--- src/rtl/bus2st_ser.sv ---
// Parallel bus to Avalon-ST serializer: FIFO-buffered bus words emitted LSB-first as ST-bit symbols, framed into turbo packets.
// Optional BUS2ST_CREDIT_EN adds pkt_credit, a one-cycle pulse after each eop handshake.
//   state | meaning
//   IDLE  | no word in service; loads FIFO head into sh when FIFO non-empty
//   ARM   | word loaded, raising st_valid on the next edge
//   SEND  | presenting symbols; streams straight into the next word when one is queued
module bus2st_ser #(
    parameter int BUS_W                 = 512,
    parameter int ST                    = 8,
    parameter int NUM_ST_PER_BUS        = BUS_W / ST,
    parameter int NUM_BUS_PER_TURBO_PKT = 2,
    parameter int BUF_WORDS             = 4
) (
    input  logic             clk,
    input  logic             rst,
    input  logic [BUS_W-1:0] bus_data,
    input  logic             bus_en,
    output logic             bus_ready,
    output logic [ST-1:0]    st_data,
    output logic             st_valid,
    output logic             st_sop,
    output logic             st_eop,
    input  logic             st_ready,
    output logic             bus_ovf
`ifdef BUS2ST_CREDIT_EN
    ,
    output logic             pkt_credit
`endif
);

    localparam int SYM_W = (NUM_ST_PER_BUS > 1) ? $clog2(NUM_ST_PER_BUS) : 1;
    localparam int WRD_W = $clog2(NUM_BUS_PER_TURBO_PKT) + 1;
    localparam int PTR_W = $clog2(BUF_WORDS);
    localparam int CNT_W = PTR_W + 1;
    localparam logic [SYM_W-1:0] SYM_LAST = SYM_W'(NUM_ST_PER_BUS - 1);
    localparam logic [WRD_W-1:0] WRD_LAST = WRD_W'(NUM_BUS_PER_TURBO_PKT - 1);
    localparam logic [CNT_W-1:0] CNT_FULL = CNT_W'(BUF_WORDS);
    localparam logic [CNT_W-1:0] CNT_ONE  = CNT_W'(1);

    typedef enum logic [1:0] {IDLE, ARM, SEND} state_t;

    state_t             state;
    logic [BUS_W-1:0]   mem [BUF_WORDS];
    logic [PTR_W-1:0]   wr_ptr;
    logic [PTR_W-1:0]   rd_ptr;
    logic [PTR_W-1:0]   rd_nxt;
    logic [CNT_W-1:0]   count;
    logic [BUS_W-1:0]   sh;
    logic [SYM_W-1:0]   sym_cnt;
    logic [WRD_W-1:0]   word_cnt;
    logic               push;
    logic               hs;
    logic               retire;
    logic               has_next;

    // The word being serialized keeps its FIFO slot until its last symbol is accepted.
    assign bus_ready = (count != CNT_FULL);
    assign push      = bus_en && bus_ready;
    assign hs        = st_valid && st_ready;
    assign retire    = hs && (sym_cnt == SYM_LAST);
    assign has_next  = (count > CNT_ONE);
    assign rd_nxt    = rd_ptr + 1'b1;

    assign st_data = sh[ST-1:0];
    assign st_sop  = st_valid && (word_cnt == '0) && (sym_cnt == '0);
    assign st_eop  = st_valid && (word_cnt == WRD_LAST) && (sym_cnt == SYM_LAST);

    always_ff @(posedge clk) begin
        if (push) begin
            mem[wr_ptr] <= bus_data;
        end
    end

    always_ff @(posedge clk) begin
        if (rst) begin
            state    <= IDLE;
            wr_ptr   <= '0;
            rd_ptr   <= '0;
            count    <= '0;
            sh       <= '0;
            sym_cnt  <= '0;
            word_cnt <= '0;
            st_valid <= 1'b0;
            bus_ovf  <= 1'b0;
        end else begin
            if (bus_en && !bus_ready) begin
                bus_ovf <= 1'b1;
            end
            if (push) begin
                wr_ptr <= wr_ptr + 1'b1;
            end
            if (retire) begin
                rd_ptr <= rd_nxt;
            end
            case ({push, retire})
                2'b10:   count <= count + 1'b1;
                2'b01:   count <= count - 1'b1;
                default: count <= count;
            endcase

            case (state)
                IDLE: begin
                    st_valid <= 1'b0;
                    if (count != '0) begin
                        sh      <= mem[rd_ptr];
                        sym_cnt <= '0;
                        state   <= ARM;
                    end
                end
                ARM: begin
                    st_valid <= 1'b1;
                    state    <= SEND;
                end
                SEND: begin
                    if (hs) begin
                        if (sym_cnt == SYM_LAST) begin
                            sym_cnt  <= '0;
                            word_cnt <= (word_cnt == WRD_LAST) ? '0 : word_cnt + 1'b1;
                            if (has_next) begin
                                sh <= mem[rd_nxt];
                            end else begin
                                sh       <= sh >> ST;
                                st_valid <= 1'b0;
                                state    <= IDLE;
                            end
                        end else begin
                            sh      <= sh >> ST;
                            sym_cnt <= sym_cnt + 1'b1;
                        end
                    end
                end
                default: begin
                    st_valid <= 1'b0;
                    state    <= IDLE;
                end
            endcase
        end
    end

`ifdef BUS2ST_CREDIT_EN
    always_ff @(posedge clk) begin
        if (rst) begin
            pkt_credit <= 1'b0;
        end else begin
            pkt_credit <= hs && st_eop;
        end
    end
`endif

endmodule

--- config.mk ---
export PLATFORM = sky130hd
export DESIGN_NAME = bus2st_ser
export DESIGN_NICKNAME = d
export VERILOG_FILES = /design/src/rtl/bus2st_ser.sv
export SDC_FILE = /design/constraint.sdc
export NUM_CORES = 2
export LEC_CHECK = 0
export CAP_MARGIN = 20
export CORE_AREA = 2 2 474 476
export CTS_BUF_LIST = sky130_fd_sc_hd__clkbuf_4
export CTS_CLUSTER_DIAMETER = 120
export DETAILED_ROUTE_END_ITERATION = 8
export DIE_AREA = 0 0 476 478
export PLACE_DENSITY = 0.74
export SETUP_SLACK_MARGIN = 0.2
export SYNTH_ARGS = -nofsm -noshare
export SYNTH_HDL_FRONTEND = slang
export SYNTH_SLANG_ARGS = --single-unit
--- constraint.sdc ---
create_clock -name clk -period 22.7 [get_ports clk]
set_clock_uncertainty 0.15 [all_clocks]
set_input_delay 4.54 -clock clk [delete_from_list [all_inputs] [get_ports clk]]
set_output_delay 4.54 -clock clk [all_outputs]
set_load 0.005 [all_outputs]
==> out/metrics.csv <==
stage,metric,value,unit
final_layout,Multi-input gate area,46000,µm²
logic_synthesis,Synth Area in Adders,0.00113,
final_layout,storage element area,72200,µm²
grt,initial antenna violation count,113,
cts,CTS tree,yes,
critical_path,"Slowest-stage cell, CP",and3_4,
sta,RSZ-0062 raised after global routing,false,
final_layout,P&R area growth vs syn,12.6,%
routing,TritonRoute pass-1 iters,6,
cts,Post-CTS Resized,0,
sta,final setup vio count,0,
grt,"Remaining Overflow, GRT",0,
min_path,Tightest Hold Check Type,reg2reg,
floorplanning,die footprint,228000,µm²
routing,vias per cell,6.45,
floorplanning,Die Y,478,µm
cts,clock sink total,2581,
cts,H-tree levels,6,
critical_path,crit path cell chain,clkdlybuf4s50_1 -> and3_4 -> buf_4 -> buf_4 -> buf_4 -> buf_4,
sta,timing-limited maximum frequency,118,MHz
routing,Routed Wire Length,324000,µm
logic_synthesis,largest family of logic cells by synthesized area,multiplexers,
logic_synthesis,share of the synthesized area in the top cell type,0.504,
sta,fin crit share,0.372,
grt,Tot GR Track Use,0.279,
sta,Final Hold Fails,0,
grt,vias in the first global route,83900,
power,Power Density,82.0,nW/µm²
logic_synthesis,syn nets,9092,
logic_synthesis,Post-synth top flop,edfxtp_1,
run_status,outcome,"complete, no violations",
routing,Residual DRC,0,
cts,clock latency on the worst-skew pair,1510,ps
power,leakage,0.0417,µW
floorplanning,Cell Rows,174,
floorplanning,core area,223000,µm²
place,area post-placement,128000,µm²
sta,Slew HR,0.166,
logic_synthesis,ys async rst share,0,
sta,Final min period,8440,ps
cts,cts-stage hold buffer count,0,
grt,largest net degree at the start of global routing,203,
routing,initial DRC count,6507,
critical_path,Crit. End Element,flop,
critical_path,Slowest Stage Delay on Critical Path,890,ps
logic_synthesis,mux share of post-synthesis cell area,0.220,
final_layout,layout cell share with drive strength beyond 1,0.180,
job,number of max-cap violations,0,
critical_path,"Data arrival, critical path",9290,ps
power,worst vdd ir,0.0596,mV
logic_synthesis,"top cells by count, synth","edfxtp_1, nor3_1, mux2i_1",
logic_synthesis,Post-synth EDFFs,2048,
logic_synthesis,Synth cell types,45,
logic_synthesis,post-synthesis sequential area ratio,0.592,
sta,TNS Setup,0,ps
sta,Tightest Pin Transition,1250,ps
logic_synthesis,Avg Inst Size Synth,14.2,µm²
cts,clock root buffer master,clkbuf_4,
final_layout,"Non-Filler Cell Area, Final",137000,µm²
cts,Worst-path clk slew,60,ps
critical_path,worst path bufs/invs,5,
logic_synthesis,compound-cell area share of the yosys netlist,0.0645,
grt,first-pass GRT wire length,489000,µm
sta,"Slew Viols, Final",0,
floorplanning,I/O pin total,529,
logic_synthesis,most common cell in the netlist,edfxtp_1,
critical_path,crit-path most repeated cell,buf_4,
place,Final GP Congestion,0.779,
logic_synthesis,largest area contributor in the netlist,edfxtp_1,
place,hpwl dp,181000,µm
place,PortBufs,528,
routing,vias post-DR,81900,
final_layout,FILL cells,16700,
routing,routed wire length per instance,25.5,µm
logic_synthesis,Synth Area in Simple Gates,0.0902,
critical_path,Worst Setup Path Type,in2reg,
cts,Num CTS Buffers,677,
critical_path,Crit path max-delay family,buffers and inverters,
logic_synthesis,Synth area leaders,"edfxtp_1, mux2i_1, mux4_2",
floorplanning,Initial Utilization,0.546,
logic_synthesis,Syn Std Cell Area,122000,µm²
cts,# Post-CTS Setup Buffers,0,
logic_synthesis,#FFs+latches synth,2581,
critical_path,crit path launch type,input pin,
logic_synthesis,cell count after synthesis,8565,
cts,clock buffer depth,4,
critical_path,CP required,23550,ps
critical_path,crit-path max FO,55,
logic_synthesis,synth warn,0,
final_layout,nets,9623,
routing,antenna violation net count after detailed routing,0,
logic_synthesis,post-synthesis xor/xnor area fraction,0.000575,
floorplanning,DIE WIDTH,476,µm
## stage by stage
stage | util | hold slack [ps] | instances | total power [µW] | setup slack (ps)
after floorplan | - | 277 | 8565 | 6860 | 5460
after global placement | 0.576 | 288 | 11400 | 7240 | 12850
after detailed placement | 0.576 | 298 | 11400 | 7310 | 12800
after CTS | 0.614 | 309 | 12600 | 11300 | 14370
after global routing | 0.615 | 335 | 12700 | 11800 | 14210
final | 0.615 | 307 | 12700 | 11300 | 14260
## report_power, final
part	switching (µW)	total (µW)	internal [µW]	leakage, µW
clock network	1900	4030	2130	0.00519
registers	257	5760	5510	0.0232
logic	901	1460	561	0.0133
## kinds of logic after synthesis
kind of cell,after synthesis
flip-flops,2581
adder cells (fa/ha/maj),11
buffers and inverters,814
multiplexers,2033
AO/OA/AOI/OAI,1049
XOR/XNOR,8
AND/OR/NAND/NOR,2069
## cell type report
type	instances	area share
clock inverter	204	0.00752
timing repair buffer	655	0.0475
multi-input combinational	5170	0.335
clock buffer	1017	0.0556
tap	2992	0.0273
sequential	2581	0.526
antenna	62	0.00113
inverter	11	0.000355
## worst reg2reg max path: cells and delay by family (launching register included)
family,cells,cell delay (ps)
AOI/OAI and AO/OA,1,270
and+or+nand+nor,2,410
muxes,1,220
buffers and inverters,4,3830
DFF,1,970
## path summary, 6_finish.rpt
path	start	end	slack [ps]	cells past startpoint
hold / removal	word_cnt[1]$_SDFFE_PP0P_	word_cnt[1]$_SDFFE_PP0P_	310	2
hold reg to reg	word_cnt[1]$_SDFFE_PP0P_	word_cnt[1]$_SDFFE_PP0P_	310	2
setup reg to reg	flop	sh[214]$_SDFFE_PP0P_	16740	8
setup / recovery	bus_en	mem[3][274]$_DFFE_PP_	14260	6
## flip-flops by register name, summed over array words and instances, names as in the netlist, named ones only
register / count
mem: 2048
sh: 512
sym_cnt: 6
count: 3
rd_ptr: 2
state: 2
word_cnt: 2
wr_ptr: 2
bus_ovf: 1
st_valid: 1
## placed cells by master, fill, tap and decap left out, types with 9 or more instances in the layout
master	count
clkinv_1	149
inv_1	10
o21bai_1	505
a21oi_1	9
clkdlybuf4s50_1	527
nor4_1	507
buf_12	21
dfxtp_1	529
clkinv_2	24
clkbuf_4	1017
a211oi_1	513
buf_4	105
nor3_1	1514
ha_1	11
nor2_1	18
inv_2	13
mux2i_1	1513
mux4_2	520
edfxtp_1	2048
diode_2	62
## per-layer routing
metal,up-vias,wire (µm),track usage
met5,-,574,0
met4,92,11200,0.131
met3,702,26800,0.0633
met2,3346,160000,0.462
met1,41300,125000,0.349
li1,36500,-,-
Note: power is estimated with default switching activity, not from simulation.
